### config.mk
export PLATFORM = sky130hd
export DESIGN_NAME = and_operand_sequencer
export DESIGN_NICKNAME = d
export VERILOG_FILES = /design/src/rtl/and_seq_pkg.sv /design/src/rtl/and_seq_lane.sv /design/src/rtl/and_operand_sequencer.sv
export SDC_FILE = /design/constraint.sdc
export NUM_CORES = 1
export LEC_CHECK = 0
export CAP_MARGIN = 15
export CORE_AREA = 2 2 226 228
export DETAILED_ROUTE_END_ITERATION = 16
export DIE_AREA = 0 0 228 230
export GPL_TIMING_DRIVEN = 0
export PLACE_DENSITY = 0.68
export SKIP_LAST_GASP = 1
export SLEW_MARGIN = 5
export SYNTH_ARGS = -nofsm -noshare
export SYNTH_HDL_FRONTEND = slang
export SYNTH_SLANG_ARGS = --single-unit
### constraint.sdc
create_clock -name C -period 1.9 [get_ports C]
set_clock_uncertainty 0.2 [all_clocks]
set_input_delay 0.475 -clock C [delete_from_list [all_inputs] [get_ports C]]
set_output_delay 0.475 -clock C [all_outputs]
set_load 0.005 [all_outputs]
### src/rtl/and_seq_pkg.sv
// and_seq_pkg: shared defaults, FSM state and index/count types for the AND operand sequencer
package and_seq_pkg;
   localparam int WIDTH     = 32;
   localparam int NUM_LANES = 16;
   localparam int IDX_W     = $clog2(NUM_LANES);
   localparam int CNT_W     = $clog2(NUM_LANES) + 1;
   typedef enum logic {FILL, HOLD} state_t;
   typedef logic [IDX_W-1:0] idx_t;
   typedef logic [CNT_W-1:0] cnt_t;
endpackage

### src/rtl/and_seq_lane.sv
// and_seq_lane: one frame lane register (word, enable, parity when AND_SEQ_PARITY_EN is defined)
module and_seq_lane #(
   parameter int WIDTH = 32
) (
   input  logic             C,
   input  logic             RN,
   input  logic             we,
   input  logic             clr,
   input  logic [WIDTH-1:0] d,
   input  logic             en,
   output logic [WIDTH-1:0] q,
   output logic             q_en
`ifdef AND_SEQ_PARITY_EN
   ,
   output logic             q_par
`endif
);
   // load the word on write; reset and frame release zero the lane
   always_ff @(posedge C) begin
      if (!RN || clr) begin
         q    <= '0;
         q_en <= 1'b0;
      end else if (we) begin
         q    <= d;
         q_en <= en;
      end
   end
`ifdef AND_SEQ_PARITY_EN
   // even parity stored alongside the word so it stays aligned with the data
   always_ff @(posedge C) begin
      if (!RN || clr) q_par <= 1'b0;
      else if (we) q_par <= ^d;
   end
`endif
endmodule

### src/rtl/and_operand_sequencer.sv
// and_operand_sequencer: packs serial operand words into one NUM_LANES-wide frame; AND_SEQ_PARITY_EN adds out_par
module and_operand_sequencer
   import and_seq_pkg::*;
#(
   parameter int WIDTH     = and_seq_pkg::WIDTH,
   parameter int NUM_LANES = and_seq_pkg::NUM_LANES,
   localparam int CNT_W    = $clog2(NUM_LANES) + 1
) (
   input  logic                       C,
   input  logic                       RN,
   input  logic                       in_valid,
   output logic                       in_ready,
   input  logic [WIDTH-1:0]           in_data,
   input  logic                       in_en,
   input  logic                       flush,
   output logic                       out_valid,
   input  logic                       out_ready,
   output logic [NUM_LANES*WIDTH-1:0] out_a,
   output logic [NUM_LANES-1:0]       out_b,
   output logic [CNT_W-1:0]           out_count
`ifdef AND_SEQ_PARITY_EN
   ,
   output logic [NUM_LANES-1:0]       out_par
`endif
);
   localparam int IW = $clog2(NUM_LANES);
   state_t        state, state_nx;
   logic [IW-1:0] idx;
   logic          accept, close, clr;
   assign accept = in_valid & in_ready;
   assign clr    = (state == HOLD) & out_ready;
   assign close  = (accept & (idx == IW'(NUM_LANES - 1))) | (flush & (state == FILL) & ((idx != '0) | accept));
   // state register
   always_ff @(posedge C) begin
      if (!RN) state <= FILL;
      else state <= state_nx;
   end
   // next state: close the frame while filling, release it on out_ready
   always_comb begin
      state_nx = (state == FILL) ? (close ? HOLD : FILL) : (out_ready ? FILL : HOLD);
   end
   // handshake outputs decoded from state only
   always_comb begin
      in_ready  = (state == FILL);
      out_valid = (state == HOLD);
   end
   // lane index wraps naturally on a full frame; count runs one ahead of the index
   always_ff @(posedge C) begin
      if (!RN || clr) begin
         idx       <= '0;
         out_count <= '0;
      end else if (accept) begin
         idx       <= idx + 1'b1;
         out_count <= CNT_W'(idx) + 1'b1;
      end
   end
   for (genvar k = 0; k < NUM_LANES; k++) begin : g_lane
      and_seq_lane #(.WIDTH(WIDTH)) u_lane (
         .C    (C),
         .RN   (RN),
         .we   (accept & (idx == IW'(k))),
         .clr  (clr),
         .d    (in_data),
         .en   (in_en),
         .q    (out_a[k*WIDTH +: WIDTH]),
         .q_en (out_b[k])
`ifdef AND_SEQ_PARITY_EN
         ,
         .q_par(out_par[k])
`endif
      );
   end
endmodule

# Yosys cells after proc, flatten, opt, wreduce, memory -nomap -nowiden
# Index checks and enable logic that the tools add are counted.
# word_totals
output_inout_bits	535
wordCells	82
input_bits	38
register_bits	538
# op_classes
addsub	2
mux	3
bitwise	23
reduce_logical	4
eq_ne	15
# ops
op	n
equality test 4 bit, second input constant	8
AND 1 bit	20
equality test 4 x 3 -> 1 bit, second input constant	4
equality test 4 x 2 -> 1 bit, second input constant	2
adder 4 x 1 -> 5 bit, second input constant	1
adder 4 x 1 -> 4 bit, second input constant	1
equality test 4 x 1 -> 1 bit, second input constant	1
zero test 4 bit	1
nonzero test 4 bit	1
2-to-1 mux 1 bit	3
OR 1 bit	2
zero test 1 bit	1
logical OR 1 bit	1
NOT 1 bit	1

# Depth between registers and ports, before layout
# logic_depth
depth_word	7
depth_mapped	6
depth_no_buf	4

# Hierarchy
# From an unflattened synthesis, not the netlist that was laid out.
# hier_totals
cells_unflattened	1789
hier_area_um2	19829.0
# modules_own_cells
module	seq_area_each_um2	area_each_um2	cells_each	n_inst
and_seq_lane	660.6	1212.4	108	16
and_operand_sequencer	120.1	430.4	61	1

# Worst setup path after synthesis
# Ideal clock, no wire load.
# synth_timing
path_kind	register to register
from	reg, netlist name out_count[0]
to	reg g_lane[15].u_lane.q[10]
path_stages_with_launch	7
setup_slack_ps	201
path_buffers	3
required_ps	1568
setup_time_ps	132
arrival_time_ps	1367
period_less_slack_ps	1699
path_cell_list	dfxtp_1 ha_1 clkbuf_1 nand3_1 buf_2 buf_4 mux2i_1
# synth_rtl
item	line	text
to (signal assigned)	and_seq_lane.sv:21	q <= '0;
to (signal assigned)	and_seq_lane.sv:24	q <= d;
to (decl)	and_seq_lane.sv:11	output logic [WIDTH-1:0] q,

# Final worst setup path
# layout_timing
from	in RN
to	reg g_lane[1].u_lane.q[8]
# layout_between
elab_chain_len	2
# layout_lines
item	line	text
from (decl)	and_operand_sequencer.sv:10	input logic RN,
zero test 1 bit	and_seq_lane.sv:20	if (!RN || clr) begin
logical OR 1 bit	and_seq_lane.sv:20	
to (signal assigned)	and_seq_lane.sv:21	
to (signal assigned)	and_seq_lane.sv:24	
to (decl)	and_seq_lane.sv:11	
# Every way passes these cells.
# A chain may end at the register's enable or synchronous reset.

==> impl_results.md <==
* Worst setup margin at -0.0399 ns
* RSZ-0062 raised after global routing: true
* Top cell type's share of synthesized area at between 50% and 60%
* Via Count at 15.6k
* Dpl cells at roughly 3.1k
* Gr ovfl total at 0
* Leakage power at between 10 and 15 nW
* Diodes inserted at 0
* Worst r2r dst: g_lane[0].u_lane.q[9]
* Clk_lat worst skew at between 0.5 and 0.6 ns
* Drt pass-1 iters at 5
* Number of port buffers at roughly 570
* WL/cell at approximately 23 um
* Cells after Synth at 1838
* PwrDens at just under 900 nW/um2
* Avg Synthesized Cell Area at 10.6 um2
* Critical path peak fanout at 10
* Rel. slew slack at 67.4%
* Max clock buf depth at 3
* Vias/cell at just under 5
* Share of the yosys chip area belonging to registers at a little over half
* Die Y at about 230 um
* First-pass GRT wire length at between 100000 and 150000 um
* Starting Density at roughly two fifths
* Number of global-route vias before repair at 15.9k
* Cell Count, Final, Fillers Out at approximately 3.2k
* Reg clk slew, reported paths at approximately 0.060 ns
* Gp weighted congestion at between 0.8 and 0.9
* Status: complete, but fails checks
* Fin util at a little under three fifths
* Drc violations at 0
* Num Clock Sinks at ~530
* Share of cells above drive strength 1 at 26.1%
* CTS tree: done
* Die width at around 230 um
* Worst reg2reg startpoint: out_valid
* Worst Setup EP: g_lane[1].u_lane.q[8]
* Top cells by area, synth: dfxtp_1 (55%), mux2i_1 (27%), nand2_1 (11%)
* Final setup vio count at 75
* Tot GR Track Use at ~27%
* Final antenna-violating net count at 0
* Critical path launch point: RN
* HP Class: reg -> reg
* Die ar. at 52400 um2
* CP Data Required Time at 2.22 ns
* Post-synthesis cell type count at 29
* Final net count at around 2.5k
* Synthesized cell area at 19500 um2
* Routed wire length at between 70000 and 80000 um
* Worst vdd ir at between 600 and 700 uV
* Detailed Place HPWL at 55400 um
* CTS buffer count at 56
* Min Tclk post-route at just under 2 ns
* CP endpoint kind: flip-flop
* Crit start category: input port
* Root buffer cell: clkbuf_16
* Syn nets at ~1.9k
* Synth Register Bits at 534
* Number of fill cells in the layout at about 4.5k
* YS warnings at 0
* Antenna violations before repair at 2
* Ports at ~570
* Failing checks: setup timing
* Core area at ~50000 um2
* WP data arrival at 2.26 ns
* Count of pins over their slew limit at 0
* # rows at 82
* # hold bufs at CTS at 0
* Max Freq at 515 MHz
* Worst Reg-to-Reg Cells at 7
* Reg2Reg Setup Slack at -0.03 ns
* Actual slew at the worst max-slew pin at 0.489 ns
* Critical path type: in -> reg
* Top cell type by total area after synthesis: dfxtp_1
* Final period utilization at 102%
* Final hold viol count at 0
* Initial DRC Count at 640
* Largest net degree at the start of global routing at 20
* TNS Setup at -0.658 ns
* Max cap viols at 0
* Area delta synth->final at 43.3%
* CTS H-Tree Depth at 2
## layer usage
layer	wire, um	vias to the layer above	track usage (%)
met2	35900	519	47.6
met3	5770	130	8.37
met1	29800	7674	32.2
met4	2260	0	8.17
met5	0	-	0
li1	-	7321	-
## flip-flops by register name, indices dropped and copies added, names as in the netlist
signal	flops
g_lane.u_lane.q	512
g_lane.u_lane.q_en	16
out_count	5
out_valid	1
## cell type report
type	instances	area, um2	area share (%)
Tap cell	672	841	3.01
Multi-Input combinational cell	1134	7970	28.5
Buffer	165	1400	5.00
Clock buffer	82	1640	5.87
Clock inverter	21	269	0.963
Sequential cell	534	10800	38.8
Inverter	3	11.3	0.0403
Timing Repair Buffer	586	4960	17.8
## cell usage in the layout (no fill, tap or decap), types with 12 or more instances in the layout
cell               n
mux2i_1          530
clkdlybuf4s15_1  164
clkbuf_8          13
buf_2             74
clkdlybuf4s15_2   66
clkbuf_2          96
clkbuf_16         57
dfxtp_1          420
nand2_2           25
buf_6             33
clkdlybuf4s50_1   37
dlygate4sd2_1    145
dfxtp_2          109
buf_4             79
clkbuf_1          13
nand2_1          534
nand3_4           12
clkbuf_4          46
## worst min-delay path by stage
stage	slack [ns]	startpoint	end	cells past startpoint
3_3_place_gp	0.24	g_lane[12].u_lane.q[28]	g_lane[12].u_lane.q[28]	2
6_report	0.26	g_lane[12].u_lane.q[29]	g_lane[12].u_lane.q[29]	2
2_1_floorplan	0.24	g_lane[12].u_lane.q_en	g_lane[12].u_lane.q_en	2
4_1_cts	0.25	g_lane[12].u_lane.q[30]	g_lane[12].u_lane.q[30]	2
3_5_place_dp	0.25	g_lane[12].u_lane.q[30]	g_lane[12].u_lane.q[30]	2
5_1_grt	0.27	g_lane[12].u_lane.q[30]	g_lane[12].u_lane.q[30]	2
## worst max-delay path: stages
cell and delay [ns]:
clkdlybuf4s50_1 0.48, a21boi_4 0.22, buf_12 0.14, buf_8 0.18
nand2_1 0.26, clkbuf_4 0.31, mux2i_1 0.16
## report_power, final
group	switching, mW	total, mW	internal [mW]
combinational	1.15	1.80	0.652
clock	4.56	11.3	6.78
sequential	0.0763	11.4	11.3
total	5.78	24.5	18.8
## cells by family (layout without fill, tap and decap cells)
group / after synthesis / count (layout) / synth area share (%)
XOR/XNOR: 2 / 2 / 0.0899
buffers and inverters: 170 / 857 / 5.13
AND/OR/NAND/NOR: 593 / 593 / 12.3
adder cells (fa/ha/maj): 4 / 4 / 0.257
multiplexers: 530 / 530 / 27.2
AO/OA/AOI/OAI: 5 / 5 / 0.193
flip-flops: 534 / 534 / 54.9
## repair_timing
item / 4_1_cts / 5_1_grt
endpoints found under the setup margin: 1056 / 722
pin swaps: 0 / 0
endpoints found under the hold margin: 0 / 0
buffers inserted: 10 / 4
resized for setup: 1243 / 353
## cells in the mapped netlist
cell type and n:
a21oi_1 2, nand4_1 1, buf_8 1, nor2b_2 1
a31oi_1 1, nand3_1 2, buf_1 1, clkbuf_1 42
nand2_1 564, a21bo_2 1, xor2_1 1, xnor2_1 1
dfxtp_1 534, mux2i_1 530, ha_1 4, buf_2 79
nand2b_1 2, and3_1 1, buf_6 23, inv_1 3
nand3b_1 1, a21boi_2 1, nand3_4 6, nor2_1 3
buf_4 21, and2_1 1, nor2_2 1, nand3_2 8
nor2b_1 2
## through the flow
step	power [mW]	setup slack [ns]	hold WS [ns]	instance area, um2
6_report	24.5	-0.0399	0.256	27900
5_1_grt	25.3	-0.0787	0.268	27900
4_1_cts	24.7	-0.0414	0.254	28200
3_5_place_dp	13.3	-1.26	0.248	26100
3_3_place_gp	13.3	-1.16	0.244	26100
2_1_floorplan	12.4	0.201	0.235	19500
Note: power is estimated with default switching activity, not from simulation.
